===== src/rtl/rl_cell_alloc.sv =====
// rl_cell_alloc: packet-buffer cell allocator. Pops free cell IDs from an
// on-chip circular free list for each accepted metadata beat, and pushes
// cells back from the dispatch drop port (byte address) or the DMA
// completion port (cell ID). An in_use bitmap rejects double frees.
module rl_cell_alloc #(
  parameter int CELL_ID_WIDTH  = 8,
  parameter int CELL_SHIFT     = 11,
  parameter int RAM_ADDR_WIDTH = 16,
  parameter int LEN_WIDTH      = 16,
  parameter int APP_ID_WIDTH   = 4
) (
  input  logic                      clk,
  input  logic                      rst,
  input  logic [LEN_WIDTH-1:0]      s_meta_len,
  input  logic [15:0]               s_meta_csum,
  input  logic [31:0]               s_meta_hash,
  input  logic [APP_ID_WIDTH-1:0]   s_meta_app_id,
  input  logic                      s_meta_valid,
  output logic                      s_meta_ready,
  output logic [CELL_ID_WIDTH-1:0]  m_desc_cell_id,
  output logic [LEN_WIDTH-1:0]      m_desc_len,
  output logic [15:0]               m_desc_csum,
  output logic [31:0]               m_desc_hash,
  output logic [APP_ID_WIDTH-1:0]   m_desc_app_id,
  output logic                      m_desc_valid,
  input  logic                      m_desc_ready,
  input  logic [RAM_ADDR_WIDTH-1:0] s_drop_free_addr,
  input  logic                      s_drop_free_valid,
  output logic                      s_drop_free_ready,
  input  logic [CELL_ID_WIDTH-1:0]  s_dma_free_cell,
  input  logic                      s_dma_free_valid,
  output logic                      s_dma_free_ready,
  output logic [CELL_ID_WIDTH:0]    free_count,
  output logic [15:0]               double_free_cnt,
  output logic                      init_done
);

  localparam int CELL_COUNT = 2 ** CELL_ID_WIDTH;
  localparam int CNT_W      = CELL_ID_WIDTH + 1;

  typedef enum logic {ST_INIT, ST_RUN} state_t;

  state_t                   state, state_nxt;
  logic [CELL_ID_WIDTH-1:0] list [CELL_COUNT];
  logic [CELL_ID_WIDTH-1:0] head, tail, init_ptr;
  logic [CNT_W-1:0]         count;
  logic [CELL_COUNT-1:0]    in_use;

  logic                     run, alloc, init_wr;
  logic                     drop_acc, dma_acc, free_acc, free_ok, free_dup;
  logic [CELL_ID_WIDTH-1:0] drop_cell, free_cell, alloc_cell;
  logic                     list_we;
  logic [CELL_ID_WIDTH-1:0] list_wdata;
  logic [CNT_W-1:0]         count_nxt;

  assign drop_cell  = CELL_ID_WIDTH'(s_drop_free_addr >> CELL_SHIFT);
  assign alloc_cell = list[head];
  assign free_count = count;

  // Handshakes, free arbitration (drop port wins) and list write selection
  always_comb begin
    run               = (state == ST_RUN);
    s_meta_ready      = run && (count != '0) && (!m_desc_valid || m_desc_ready);
    s_drop_free_ready = run;
    s_dma_free_ready  = run && !s_drop_free_valid;
    alloc             = s_meta_valid && s_meta_ready;
    drop_acc          = s_drop_free_valid && s_drop_free_ready;
    dma_acc           = s_dma_free_valid && s_dma_free_ready;
    free_acc          = drop_acc || dma_acc;
    free_cell         = drop_acc ? drop_cell : s_dma_free_cell;
    free_ok           = free_acc && in_use[free_cell];
    free_dup          = free_acc && !in_use[free_cell];
    init_wr           = (state == ST_INIT);
    list_we           = init_wr || free_ok;
    list_wdata        = init_wr ? init_ptr : free_cell;
    count_nxt         = count;
    if (init_wr)
      count_nxt = count + CNT_W'(1);
    else if (free_ok && !alloc)
      count_nxt = count + CNT_W'(1);
    else if (alloc && !free_ok)
      count_nxt = count - CNT_W'(1);
  end

  // Next-state: INIT walks every cell once, then stays in RUN until reset
  always_comb begin
    state_nxt = state;
    if (state == ST_INIT && (&init_ptr))
      state_nxt = ST_RUN;
  end

  // FSM state register
  always_ff @(posedge clk) begin
    if (rst) state <= ST_INIT;
    else     state <= state_nxt;
  end

  // Free-list storage: no reset, contents are rebuilt by INIT
  always_ff @(posedge clk) begin
    if (list_we) list[tail] <= list_wdata;
  end

  // Pointers, occupancy count, init sequencing and double-free counter
  always_ff @(posedge clk) begin
    if (rst) begin
      head            <= '0;
      tail            <= '0;
      init_ptr        <= '0;
      count           <= '0;
      init_done       <= 1'b0;
      double_free_cnt <= '0;
    end else begin
      count <= count_nxt;
      if (list_we) tail <= tail + CELL_ID_WIDTH'(1);
      if (alloc)   head <= head + CELL_ID_WIDTH'(1);
      if (init_wr) init_ptr <= init_ptr + CELL_ID_WIDTH'(1);
      if (init_wr && (&init_ptr)) init_done <= 1'b1;
      if (free_dup && double_free_cnt != 16'hFFFF)
        double_free_cnt <= double_free_cnt + 16'd1;
    end
  end

  // Ownership bitmap; an alloc and a valid free never target the same cell
  always_ff @(posedge clk) begin
    if (rst) begin
      in_use <= '0;
    end else begin
      if (alloc)   in_use[alloc_cell] <= 1'b1;
      if (free_ok) in_use[free_cell]  <= 1'b0;
    end
  end

  // Descriptor output register: load on accept, hold while stalled
  always_ff @(posedge clk) begin
    if (rst) begin
      m_desc_valid   <= 1'b0;
      m_desc_cell_id <= '0;
      m_desc_len     <= '0;
      m_desc_csum    <= '0;
      m_desc_hash    <= '0;
      m_desc_app_id  <= '0;
    end else if (alloc) begin
      m_desc_valid   <= 1'b1;
      m_desc_cell_id <= alloc_cell;
      m_desc_len     <= s_meta_len;
      m_desc_csum    <= s_meta_csum;
      m_desc_hash    <= s_meta_hash;
      m_desc_app_id  <= s_meta_app_id;
    end else if (m_desc_ready) begin
      m_desc_valid   <= 1'b0;
    end
  end

endmodule


===== config.mk =====
export PLATFORM = sky130hd
export DESIGN_NAME = rl_cell_alloc
export DESIGN_NICKNAME = d
export VERILOG_FILES = /design/src/rtl/rl_cell_alloc.sv
export SDC_FILE = /design/constraint.sdc
export NUM_CORES = 2
export LEC_CHECK = 0
export CORE_MARGIN = 2
export CORE_UTILIZATION = 54
export DETAILED_ROUTE_END_ITERATION = 16
export DONT_BUFFER_PORTS = 1
export PLACE_DENSITY_LB_ADDON = 0.2
export SLEW_MARGIN = 10
export SYNTH_ARGS = -nofsm -noshare
export SYNTH_HDL_FRONTEND = slang
export SYNTH_SLANG_ARGS = --single-unit
export TNS_END_PERCENT = 30

===== constraint.sdc =====
create_clock -name clk -period 15.2 [get_ports clk]
set_input_delay 3.04 -clock clk [delete_from_list [all_inputs] [get_ports clk]]
set_output_delay 3.04 -clock clk [all_outputs]
set_load 0.03 [all_outputs]

After elaboration in Yosys (flattened, before gate mapping) --
Memory sizes are Yosys's and may differ from the RTL's. A register that Yosys moved wholly into a read port is not among the register bits. Index checks and enable logic that the tools add are counted.
Word-level totals: memories kept 1, register bits after elaboration 383, logic and storage cells 75, memory bits (writable) 2048, output and inout bits 106
Memories:
- list | depth 256, bits a word 8, rd ports 1, clocked after Yosys merged registers in 1, wr ports 1, RTL line 44 | logic [CELL_ID_WIDTH-1:0] list [CELL_COUNT];
Operators by class: muxes and demuxes 20, add/subtract/negate cells 6, magnitude comparators 4, equality and inequality tests 2, reduce and logical (&&, ||, !) cells 25, bitwise logic cells 4
Operators by type and width (count):
- 256-bit 2-to-1 mux | 3
- 256-bit bitwise AND | 1
- 256-bit inverter | 1
- 256-bit OR | 1
- 8-bit 2-to-1 mux | 4
- 9-bit 2-to-1 mux | 3
- 8-bit by 1-bit adder with 8-bit output (second input constant) | 3
- 8-bit by 9-bit less-than comparator with 1-bit output (second input constant) | 2
- 16-bit by 1-bit adder with 16-bit output (second input constant) | 1
- 1-bit demux with 8-bit select | 2
- 8-bit by 1-bit greater-or-equal comparator with 1-bit output (second input constant) | 2
- 16-bit inequality test (second input constant) | 1
- 1-bit logical AND | 14
- 9-bit by 1-bit adder with 9-bit output (second input constant) | 1
- 9-bit nonzero test | 1
- 9-bit by 1-bit subtractor with 9-bit output (second input constant) | 1
- 1-bit binary-select mux with 8-bit select | 1
- 8-bit AND reduction | 1
- 1-bit 2-to-1 mux | 7
- 1-bit zero test | 5
- 1-bit logical OR | 3
- 3-bit by 1-bit inequality test with 1-bit output (second input constant) | 1
- 2-bit nonzero test | 1
- 1-bit inverter | 1

Logic depth before layout (Yosys ltp) --
depth after elaboration 10, mapped depth 17, gate-level depth less buffers 11

Worst setup path after synthesis --
OpenSTA, ideal clock, no wires.
path type flip-flop to flip-flop, start point register, netlist name init_done, end point memory list[0][6], data pin, setup slack 1.800 ns, stages on the path, launching flop included 6, arrival 11.213 ns, library setup time 2.187 ns, required time 13.013 ns, path buffers 4, path through dfxtp_1 > buf_2 > buf_1 > buf_1 > buf_1 > o21ai_0
RTL lines (RTL line):
- end, declared | 44

Final worst setup path --
start point input port s_drop_free_valid, end point memory list[216][5] (enable)
On the way: longest elaborated chain between the ends 8
Ends and longest elaborated chain:
- start, declared | RTL line 28 | input logic s_drop_free_valid,
- 1-bit logical AND / 1-bit zero test (equally long branches) | RTL line 67, 65
- 8-bit 2-to-1 mux / 1-bit logical AND (equally long branches) | RTL line 70, 65
- 1-bit binary-select mux with 8-bit select / 1-bit logical AND (equally long branches) | RTL line 71, 68
- 1-bit 2-to-1 mux (not written as such) / 1-bit logical OR (equally long branches) | RTL line 71, 69
- 1-bit logical AND (*) | RTL line 71 | free_ok = free_acc && in_use[free_cell];
- 1-bit logical OR (*) | RTL line 74 | list_we = init_wr || free_ok;
- 1-bit 2-to-1 mux (*) | RTL line 100 | if (list_we) list[tail] <= list_wdata;
- 1-bit 2-to-1 mux (not written as such) (*) | RTL line 100
Every way passes the cells marked *; elsewhere a longest branch is shown, timed or not. The select of a mux whose other input is x is not followed.

==> impl_metrics.yaml <==
run_status:
  status: "finished, final reports clean"
yosys:
  ys_ff_latch: 2439
  ys_types: 71
  synth_flop_cell: "edfxtp_1"
  synthCells: 5341
  synth_area_mm2: 0.0965
  async_reset_ff_share_pct: 0
  syn_nets: 5448
  yosysWarnings: 0
  syn_area_per_cell_um2: 18.1
  synth-edff-count: 2048
  ys_seq_area_share_pct: 71.8
setup_path:
  critPathMaxFanout: 38
  cp-end-kind: "register"
  critPathKind: "in -> reg"
  critical_path.startpoint_type: "primary input"
  cp.arrival_ns: 10.19
  reg2reg_slack_ns: 7.06
  required_ns: 15.69
clocking:
  cts_buffers: 235
  post_cts_resized: 0
  root_buffer: "clkbuf_16"
  clockBufferDepth: 3
  cts_hold_buf: 0
  clk_latency_ns: 0.89
  cts_tree: "built"
  clock-sinks: 2439
  htreeDepth: 4
  postCtsSetupBuffers: 0
  cts.clk_slew.worst_paths_ns: 0.06
power_and_ir_drop:
  p_total_uw: 13200
  ir_drop_v: 0.000123
  power.density_mw_per_mm2: 124
  leakagePower_uw: 0.0325
timing:
  whs_ns: 0.475
  skew_ns: 0.0501
  period_needed_ns: 9.70
  fin_tns_setup_ns: 0
  min_period_over_period_pct: 63.8
  hold_viol_final: 0
  final-setup-viol-count: 0
  worst_pin_slew_ns: 1.41
  slew-limit-headroom_pct: 5.21
  max_freq_mhz: 103
  rsz0062_at_grt: "no"
  drv_slew: 0
die:
  core_area_mm2: 0.178
  std_cell_rows: 155
  die_h_um: 427
  die_area_mm2: 0.182
  initial_core_util_pct: 54.2
  boundaryPins: 204
  die_w_um: 427
grt:
  grt_pass1_wl_mm: 347
  grt_pass1_vias: 50900
  grt_usage_pct: 26.1
  antenna_found_initial: 1
  overflow: 0
  grt_max_degree: 257
placement:
  dpl.hpwl_mm: 141
  gp_congestion: 0.893
  io_buffers: 0
drt:
  totalWireLength_mm: 239
  drt_iter0_markers: 6985
  drtAntennaViolNets: 0
  vias_per_cell: 6.58
  first_pass_iters: 7
  vias: 51800
  drc_errors: 0
  wl_per_cell_um: 30.3
finish:
  nets: 5424
  n_fill_cell: 12800
  drive_gt1_share_pct: 21.2
  syn_to_final_growth_pct: 10.3
min_path:
  worst_hold_path_type: "reg -> reg"
flow_run:
  cap_viol_max_count: 0
## sequential cells by signal, summed over array words and instances, names as in the netlist, named ones only
signal,cells
m_desc_hash,32
double_free_cnt,16
m_desc_len,16
list,2048
in_use,256
init_done,1
head,8
tail,8
m_desc_valid,1
m_desc_app_id,4
m_desc_cell_id,8
free_count,9
init_ptr,8
m_desc_csum,16
## synth_stat cells, types with 6 or more instances
cell / number / share of area [%]
nor2_4: 7 / 0.082
a2111oi_0: 12 / 0.11
nor2b_1: 24 / 0.16
a311oi_1: 33 / 0.30
a32oi_1: 9 / 0.082
a221oi_1: 19 / 0.17
nand2_1: 280 / 1.1
dfxtp_1: 391 / 8.1
buf_4: 24 / 0.19
buf_6: 17 / 0.20
and3_1: 46 / 0.30
xnor2_1: 15 / 0.14
mux2i_1: 72 / 0.75
a21oi_1: 366 / 1.9
clkbuf_1: 210 / 0.82
nand4_1: 22 / 0.14
nor3_1: 9 / 0.047
mux4_2: 667 / 16
nand3_1: 48 / 0.25
a22o_1: 7 / 0.064
o21ai_0: 21 / 0.11
o211ai_1: 6 / 0.047
edfxtp_1: 2048 / 64
buf_1: 24 / 0.093
xor2_1: 21 / 0.19
inv_1: 17 / 0.066
a22oi_1: 240 / 1.9
a31oi_1: 12 / 0.078
nor2_2: 9 / 0.058
and2_1: 8 / 0.052
nor2_1: 440 / 1.7
a211oi_1: 33 / 0.26
nand2b_1: 9 / 0.058
buf_2: 89 / 0.46
ha_1: 9 / 0.12
## layer usage
| layer | GRT usage, % | wire [um] |
|---|---|---|
| met1 | 37.4 | 95100 |
| met2 | 40.5 | 114000 |
| met3 | 4.88 | 21200 |
| met4 | 9.47 | 8730 |
| met5 | 0 | 0 |
## critical path: stages
cell	delay, ns
and2_0	0.63
buf_4	0.40
a21o_1	0.16
buf_4	0.51
a211oi_1	0.10
o21ai_0	0.68
o211ai_1	0.17
or4_1	0.55
o211ai_1	0.58
nand3_1	0.56
buf_4	0.41
a21oi_1	0.57
nand3_1	0.81
nor2_1	0.93
## where the power goes
group | switching [uW] | internal, uW | total (uW)
Combinational | 196 | 43.8 | 240
Sequential | 6.94 | 7210 | 7220
Clock | 2530 | 3210 | 5740
## logic make-up (layout without fill, tap and decap cells)
family	after synthesis	count (layout)	synth area share, %
adders and majority gates	9	9	0.117
DFF	2439	2439	71.8
buffers and inverters	383	568	1.83
other	0	2	0
xor gates and xnor gates	36	36	0.327
AOI/OAI and AO/OA	802	802	5.36
and+or+nand+nor	928	928	4.15
muxes	744	744	16.4
## metrics by stage
step	setup slack, ns	utilization [%]	instances	cell area, um^2
5_1_grt	5.38	59.8	7881	106000
6_report	5.50	59.8	7883	106000
4_1_cts	5.88	59.8	7880	106000
3_3_place_gp	5.04	55.5	7434	98800
2_1_floorplan	1.80	-	5341	96500
3_5_place_dp	4.98	55.5	7434	98800
## layout by cell type, fill, tap and decap left out, drive strengths merged, types with 5 or more instances in the layout
| master | instances |
|---|---|
| edfxtp | 2048 |
| mux4 | 667 |
| nor2 | 456 |
| dfxtp | 391 |
| a21oi | 366 |
| clkbuf | 287 |
| nand2 | 280 |
| a22oi | 240 |
| clkinv | 123 |
| buf | 103 |
| mux2i | 72 |
| nand3 | 48 |
| and3 | 46 |
| a211oi | 34 |
| a311oi | 33 |
| inv | 29 |
| nor2b | 24 |
| o21ai | 23 |
| nand4 | 22 |
| xor2 | 21 |
| a221oi | 19 |
| bufinv | 17 |
| xnor2 | 15 |
| a31oi | 12 |
| a2111oi | 12 |
| nand2b | 9 |
| a32oi | 9 |
| ha | 9 |
| clkinvlp | 9 |
| and2 | 9 |
| nor3 | 9 |
| a22o | 7 |
| o211ai | 6 |
| o32ai | 5 |
| a211o | 5 |
| mux2 | 5 |
| or3 | 5 |
## final cells by class
cell class	instances	area (um^2)	share of cell area, %
clock buffers	287	6230	5.85
clock inverters	159	1380	1.30
well taps	2355	2950	2.77
flip-flops and latches	2439	69300	65.1
diodes	2	5.00	0.00470
multi-input cells	2519	25600	24.0
inverters	19	76.3	0.0717
repair buffers	103	893	0.839
## worst paths after layout
kind / startpoint / end / cells past startpoint
min: init_ptr[7] / init_done / 2
max reg2reg: init_done / list[216][5] / 14
max: s_drop_free_valid / list[216][5] / 14
min reg2reg: init_ptr[7] / init_done / 2
Power figures use the tool's default switching activity.
